--- src/rtl/snes_mem_pkg.sv ---
// snes_mem_pkg: shared types and constants for the SNES memory front-ends
package snes_mem_pkg;
    localparam int ROM_ADDR_W = 24;
    // Controller acks at CAS and returns data at READ; CL3 RAS/CAS timing puts these 4 clocks apart
    localparam int ROM_DATA_DELAY = 4;

    typedef enum logic [2:0] {DRAIN, IDLE, WR_ACK, RD_ACK, RD_DATA} rom_state_t;

    function automatic logic [7:0] byte_lane(input logic [15:0] w, input logic hi);
        return hi ? w[15:8] : w[7:0];
    endfunction
endpackage

--- src/rtl/toggle_req_port.sv ---
// toggle_req_port: toggle-handshake request line with completion detect
module toggle_req_port (
    input  logic i_clk,
    input  logic i_issue,
    input  logic i_ack,
    output logic o_req,
    output logic o_done
);
    // No reset: the controller's ack toggle survives our reset, so the request must too
    logic r_req;
    always_ff @(posedge i_clk)
        if (i_issue) r_req <= ~r_req;
    assign o_req = r_req;
    assign o_done = i_ack == r_req;
endmodule

--- src/rtl/rom_port_bridge.sv ---
// rom_port_bridge: packs download bytes into ROM word writes and serves CPU byte reads
// through a one-word read buffer, over the controller's toggle-handshake ROM port.
module rom_port_bridge
    import snes_mem_pkg::*;
#(
    parameter int DATA_DELAY = ROM_DATA_DELAY
) (
    input  logic                  i_clk,
    input  logic                  i_reset,
    input  logic                  i_dl_active,
    input  logic                  i_dl_wr,
    input  logic [ROM_ADDR_W-1:0] i_dl_addr,
    input  logic [7:0]            i_dl_data,
    output logic                  o_dl_busy,
    input  logic                  i_cpu_rd,
    input  logic [ROM_ADDR_W-1:0] i_cpu_addr,
    output logic [7:0]            o_cpu_dout,
    output logic                  o_cpu_ready,
    input  logic                  i_invalidate,
    output logic [ROM_ADDR_W-2:0] o_rom_addr,
    output logic [15:0]           o_rom_din,
    output logic                  o_rom_we,
    output logic                  o_rom_req,
    input  logic                  i_rom_req_ack,
    input  logic [15:0]           i_rom_dout
);
    localparam int CW = $clog2(DATA_DELAY + 1);

    rom_state_t            r_state;
    logic [7:0]            r_lo_byte;
    logic [ROM_ADDR_W-2:0] r_lo_addr;
    logic                  r_lo_valid;
    logic [15:0]           r_buf;
    logic [ROM_ADDR_W-2:0] r_tag;
    logic                  r_valid;
    logic                  r_inv;
    logic                  r_sel;
    logic [CW-1:0]         r_cnt;
    logic w_idle, w_wr_even, w_wr_odd, w_flush, w_rd, w_hit, w_miss, w_issue, w_done;

    always_comb begin
        w_idle    = r_state == IDLE && !i_reset;
        w_wr_even = w_idle && i_dl_wr && !i_dl_addr[0];
        w_wr_odd  = w_idle && i_dl_wr && i_dl_addr[0];
        // A pending low byte with the download no longer active is the tail of an odd-length image
        w_flush   = w_idle && !i_dl_wr && !i_dl_active && r_lo_valid;
        w_rd      = w_idle && !i_dl_wr && !w_flush && i_cpu_rd && !i_dl_active;
        w_hit     = w_rd && r_valid && r_tag == i_cpu_addr[ROM_ADDR_W-1:1];
        w_miss    = w_rd && !w_hit;
        w_issue   = w_wr_odd || w_flush || w_miss;
    end

    toggle_req_port u_req (
        .i_clk  (i_clk),
        .i_issue(w_issue),
        .i_ack  (i_rom_req_ack),
        .o_req  (o_rom_req),
        .o_done (w_done)
    );

    always_ff @(posedge i_clk) begin
        if (i_reset) begin
            r_state     <= DRAIN;
            o_dl_busy   <= 1'b1;
            o_cpu_ready <= 1'b0;
            o_cpu_dout  <= '0;
            o_rom_we    <= 1'b0;
            o_rom_addr  <= '0;
            o_rom_din   <= '0;
            r_valid     <= 1'b0;
            r_lo_valid  <= 1'b0;
            r_inv       <= 1'b0;
            r_cnt       <= '0;
        end else begin
            o_cpu_ready <= 1'b0;
            if (i_invalidate || w_wr_even || w_wr_odd) r_valid <= 1'b0;
            if (i_invalidate) r_inv <= 1'b1;
            case (r_state)
                DRAIN, WR_ACK: if (w_done) begin
                    r_state   <= IDLE;
                    o_dl_busy <= 1'b0;
                end
                IDLE: begin
                    if (w_wr_even) begin
                        r_lo_byte  <= i_dl_data;
                        r_lo_addr  <= i_dl_addr[ROM_ADDR_W-1:1];
                        r_lo_valid <= 1'b1;
                    end
                    if (w_wr_odd || w_flush) begin
                        o_rom_we   <= 1'b1;
                        o_rom_addr <= w_wr_odd ? i_dl_addr[ROM_ADDR_W-1:1] : r_lo_addr;
                        o_rom_din  <= w_wr_odd ? {i_dl_data, r_lo_valid ? r_lo_byte : 8'h00}
                                               : {8'h00, r_lo_byte};
                        r_lo_valid <= 1'b0;
                        r_state    <= WR_ACK;
                        o_dl_busy  <= 1'b1;
                    end
                    if (w_hit) begin
                        o_cpu_dout  <= byte_lane(r_buf, i_cpu_addr[0]);
                        o_cpu_ready <= 1'b1;
                    end
                    if (w_miss) begin
                        o_rom_we   <= 1'b0;
                        o_rom_addr <= i_cpu_addr[ROM_ADDR_W-1:1];
                        r_sel      <= i_cpu_addr[0];
                        r_inv      <= i_invalidate;
                        r_state    <= RD_ACK;
                        o_dl_busy  <= 1'b1;
                    end
                end
                RD_ACK: if (w_done) begin
                    r_state <= RD_DATA;
                    r_cnt   <= '0;
                end
                RD_DATA: if (r_cnt == CW'(DATA_DELAY - 1)) begin
                    r_buf       <= i_rom_dout;
                    r_tag       <= o_rom_addr;
                    // An invalidate seen during this read still returns the word but must not keep it
                    r_valid     <= !(r_inv || i_invalidate);
                    o_cpu_dout  <= byte_lane(i_rom_dout, r_sel);
                    o_cpu_ready <= 1'b1;
                    r_state     <= IDLE;
                    o_dl_busy   <= 1'b0;
                end else begin
                    r_cnt <= r_cnt + 1'b1;
                end
                default: r_state <= DRAIN;
            endcase
        end
    end
endmodule

--- config.mk ---
export PLATFORM = sky130hd
export DESIGN_NAME = rom_port_bridge
export DESIGN_NICKNAME = d
export VERILOG_FILES = /design/src/rtl/snes_mem_pkg.sv /design/src/rtl/toggle_req_port.sv /design/src/rtl/rom_port_bridge.sv
export SDC_FILE = /design/constraint.sdc
export NUM_CORES = 1
export LEC_CHECK = 0
export ABC_AREA = 0
export BUFFER_PORTS_ARGS = -buffer_cell sky130_fd_sc_hd__buf_2
export CORE_ASPECT_RATIO = 2
export CORE_MARGIN = 2
export CORE_UTILIZATION = 55
export CTS_BUF_LIST = sky130_fd_sc_hd__clkbuf_2
export DETAILED_ROUTE_END_ITERATION = 6
export GPL_TIMING_DRIVEN = 0
export PLACE_DENSITY = 0.92
export SLEW_MARGIN = 20
export SYNTH_ARGS = -nofsm -noshare
export SYNTH_HDL_FRONTEND = slang
export SYNTH_SLANG_ARGS = --single-unit
--- constraint.sdc ---
create_clock -name i_clk -period 3.62 [get_ports i_clk]
set_clock_uncertainty 0.1 [all_clocks]
set_input_delay 0.543 -clock i_clk [delete_from_list [all_inputs] [get_ports i_clk]]
set_output_delay 0.543 -clock i_clk [all_outputs]
set_load 0.01 [all_outputs]
==> impl_results.md <==
- Final GP Congestion: 0.933
- RSZ-0062 raised after global routing: false
- Num rows: 51
- Worst setup margin: 968 ps
- Critical Path AT: 3170 ps
- Initial Util: 56.5%
- Peak supply drop: 0.302 mV
- First-pass GRT wire length: 24200 um
- Worst path buffer plus inverter count: 3
- Post-Synth Simple-Gate Area: 11.6%
- Post-CTS Resized: 0
- PnR Total Power: 2860 uW
- Max-slew violations: 0
- DP Area: 6360 um2
- Post-synthesis area per instance: 12.7 um2
- Worst slew pin tran: 723 ps
- Status: complete, no violations
- Met2 routed WL: 8850 um
- DRT antenna net count: 0
- TritonCTS Buffers: 17
- Final Cycle Share: 73.3%
- Vias per Instance: 5.78
- Detailed-routing wirelength on met1: 5240 um
- Gr usage total: 29.9%
- Worst hold slack: 211 ps
- Asr flop ratio synth: 0%
- Layout cell share with drive strength beyond 1: 28.7%
- Worst skew pair latency: 680 ps
- Dominant cell type by area after synthesis: edfxtp_1
- Number of global-route vias before repair: 4947
- Seq/Total Area, Yosys: 61.0%
- Post-synthesis xor/xnor area fraction: 2.72%
- Post-Synthesis Cells: 433
- Io pins: 130
- Via count: 4630
- EDFF count, synth: 72
- Wire length per cell: 19.4 um
- Critical Path Sink Type: flip-flop
- DP HPWL: 10500 um
- Fin. Hold Viols: 0
- Power per cell area: 389 nW/um2
- Fill cells: 632
- Distinct cells, synth: 54
- Dominant cells by area after synthesis: edfxtp_1 (39%), dfxtp_1 (22%), mux2i_1 (5.3%)
- Detailed Route WL: 15600 um
- Worst Path Required: 4140 ps
- Syn. warnings: 0
- Utilization after layout: 75.9%
- Overflow after GRT: 0
- Period minus WS final: 2650 ps
- Die ar.: 10800 um2
- Final number of setup-violating endpoints: 0
- Area occupied by multi-input gates: 1970 um2
- Crit-path cells: dlygate4sd3_1 > buf_2 > xor2_1 > nor4_1 > and4_1 > a31oi_2 > buf_6 > a2111oi_1 > a21o_1
- Hold WC Path Type: in2reg
- Ys flop type: edfxtp_1
- FMAX: 377 MHz
- Main combinational cell family by area after synthesis: compound AO/OA/AOI/OAI gates
- Layout area overhead: 34.3%
- CTS H-tree depth: 4
- Post-synth top area share: 39.4%
- Initial antenna violation count: 1
- Root buffer cell: clkbuf_2
- 1st-pass router iterations: 6
- Seq. cell area: 3340 um2
- Leak pwr: 0.00326 uW
- Initial DRC Count: 384
- Yosys reg bits: 131
- Compound-Gate Fraction of Synth Area: 15.6%
- Clock sinks: 131
- Clock transition at path regs: 200 ps
- Max clock buf depth: 2
- CTS tree: built
- Worst Path Class, Setup: in2reg
- DR DRC count: 0
- Max-Cap Viols: 0
- Slowest Stage Delay on Critical Path: 540 ps
- Top layer in use: met4
- CP max-delay cell: dlygate4sd3_1
- Fin area: 7360 um2
- Pin count of the biggest net entering global routing: 23
- Slew HR: 51.7%
- Setup WS pre-CTS: 740 ps
- Synth Area in Adders: 0.457%
- Core region area: 9700 um2
- I/O Buffers: 129
- Syn Nets: 514
- Metal3 WL: 902 um
- Die Y-Extent: 145 um
- Critical Path Start Type: input port
- Critical path's top delay family: buffers and inverters
- Nets@finish: 736
- Multiplexer share of the synthesized area: 5.30%
- Worst-path fanout max: 10
- Syn Std Cell Area: 5480 um2
- Die X: 74.6 um
-- where the power goes --
part | internal (uW) | switching (uW)
combinational | 138 | 127
sequential | 1590 | 18.0
clock | 448 | 542
total | 2180 | 687
-- through the flow --
| step | TNS (ps) | cells |
|---|---|---|
| final | 0 | 801 |
| after global routing | 0 | 801 |
| after CTS | 0 | 800 |
| after detailed placement | 0 | 696 |
| after global placement | -41080 | 694 |
| after floorplan | 0 | 433 |
-- logic make-up after synthesis --
group	Yosys count
xor gates and xnor gates	17
and+or+nand+nor	114
AOI/OAI and AO/OA	102
adders and majority gates	2
DFF	131
buffers and inverters	38
muxes	29
-- path summary, 6_finish.rpt --
path / cells past startpoint / startpoint / to / slack, ps
worst max register to register: 5 / r_state[2]$_SDFFE_PP0P_ / r_tag[15]$_DFFE_PP_ / 1020
worst min register to register: 1 / r_lo_byte[0]$_DFFE_PP_ / o_rom_din[0]$_SDFFE_PP0P_ / 380
worst max-delay path: 9 / i_cpu_addr[11] / o_rom_addr[6]$_SDFFE_PP0P_ / 970
worst min-delay path: 2 / i_dl_addr[0] / r_lo_addr[3]$_DFFE_PP_ / 210
-- timing repair --
item | CTS | global route
buffers inserted | 0 | 0
hold endpoints to repair | 76 | 0
setup endpoints to repair | 0 | 0
hold buffers | 72 | 0
-- Yosys cell counts (all sizes together), types with 2 or more instances --
library cell / number
a2111oi: 19
a211o: 4
a211oi: 11
a21o: 19
a21oi: 8
a22o: 8
a22oi: 11
a31oi: 4
and2: 2
and3: 2
buf: 13
clkbuf: 13
dfxtp: 59
edfxtp: 72
ha: 2
inv: 12
mux2i: 29
nand2: 15
nand2b: 4
nand3: 5
nand4: 3
nor2: 50
nor2b: 11
nor3: 6
nor4: 2
o21a: 3
o21ai: 4
o41ai: 5
or4b: 8
xnor2: 12
xor2: 5
-- layout by cell type, fill, tap and decap left out, drive strengths merged, types with 12 or more instances in the layout --
| cell type | instances |
|---|---|
| a2111oi | 19 |
| a21o | 19 |
| buf | 144 |
| clkbuf | 30 |
| dfxtp | 59 |
| dlygate4sd3 | 72 |
| edfxtp | 72 |
| inv | 13 |
| mux2i | 29 |
| nand2 | 15 |
| nor2 | 50 |
| xnor2 | 12 |
-- metal layers --
layer,GRT usage [%],vias to the layer above
met5,0,-
met2,54.5,229
met3,7.71,55
met4,15.4,0
li1,-,2088
met1,29.1,2258
-- final cells by class --
cell class / count / area share (%)
antenna: 1 / 0.0340
buffer: 26 / 1.87
clock buffer: 17 / 1.16
clock inverter: 15 / 2.57
inverter: 12 / 0.612
multi-input combinational: 264 / 26.8
sequential: 131 / 45.4
tap: 132 / 2.24
timing repair buffer: 203 / 19.3
-- flip-flops by register name (all words and copies together) (netlist names), 3 cells and up --
name        count
o_rom_din      16
r_state         3
r_tag          23
r_lo_byte       8
o_rom_addr     23
r_lo_addr      23
r_cnt           3
o_cpu_dout      8
r_buf          16
Power figures use the tool's default switching activity.
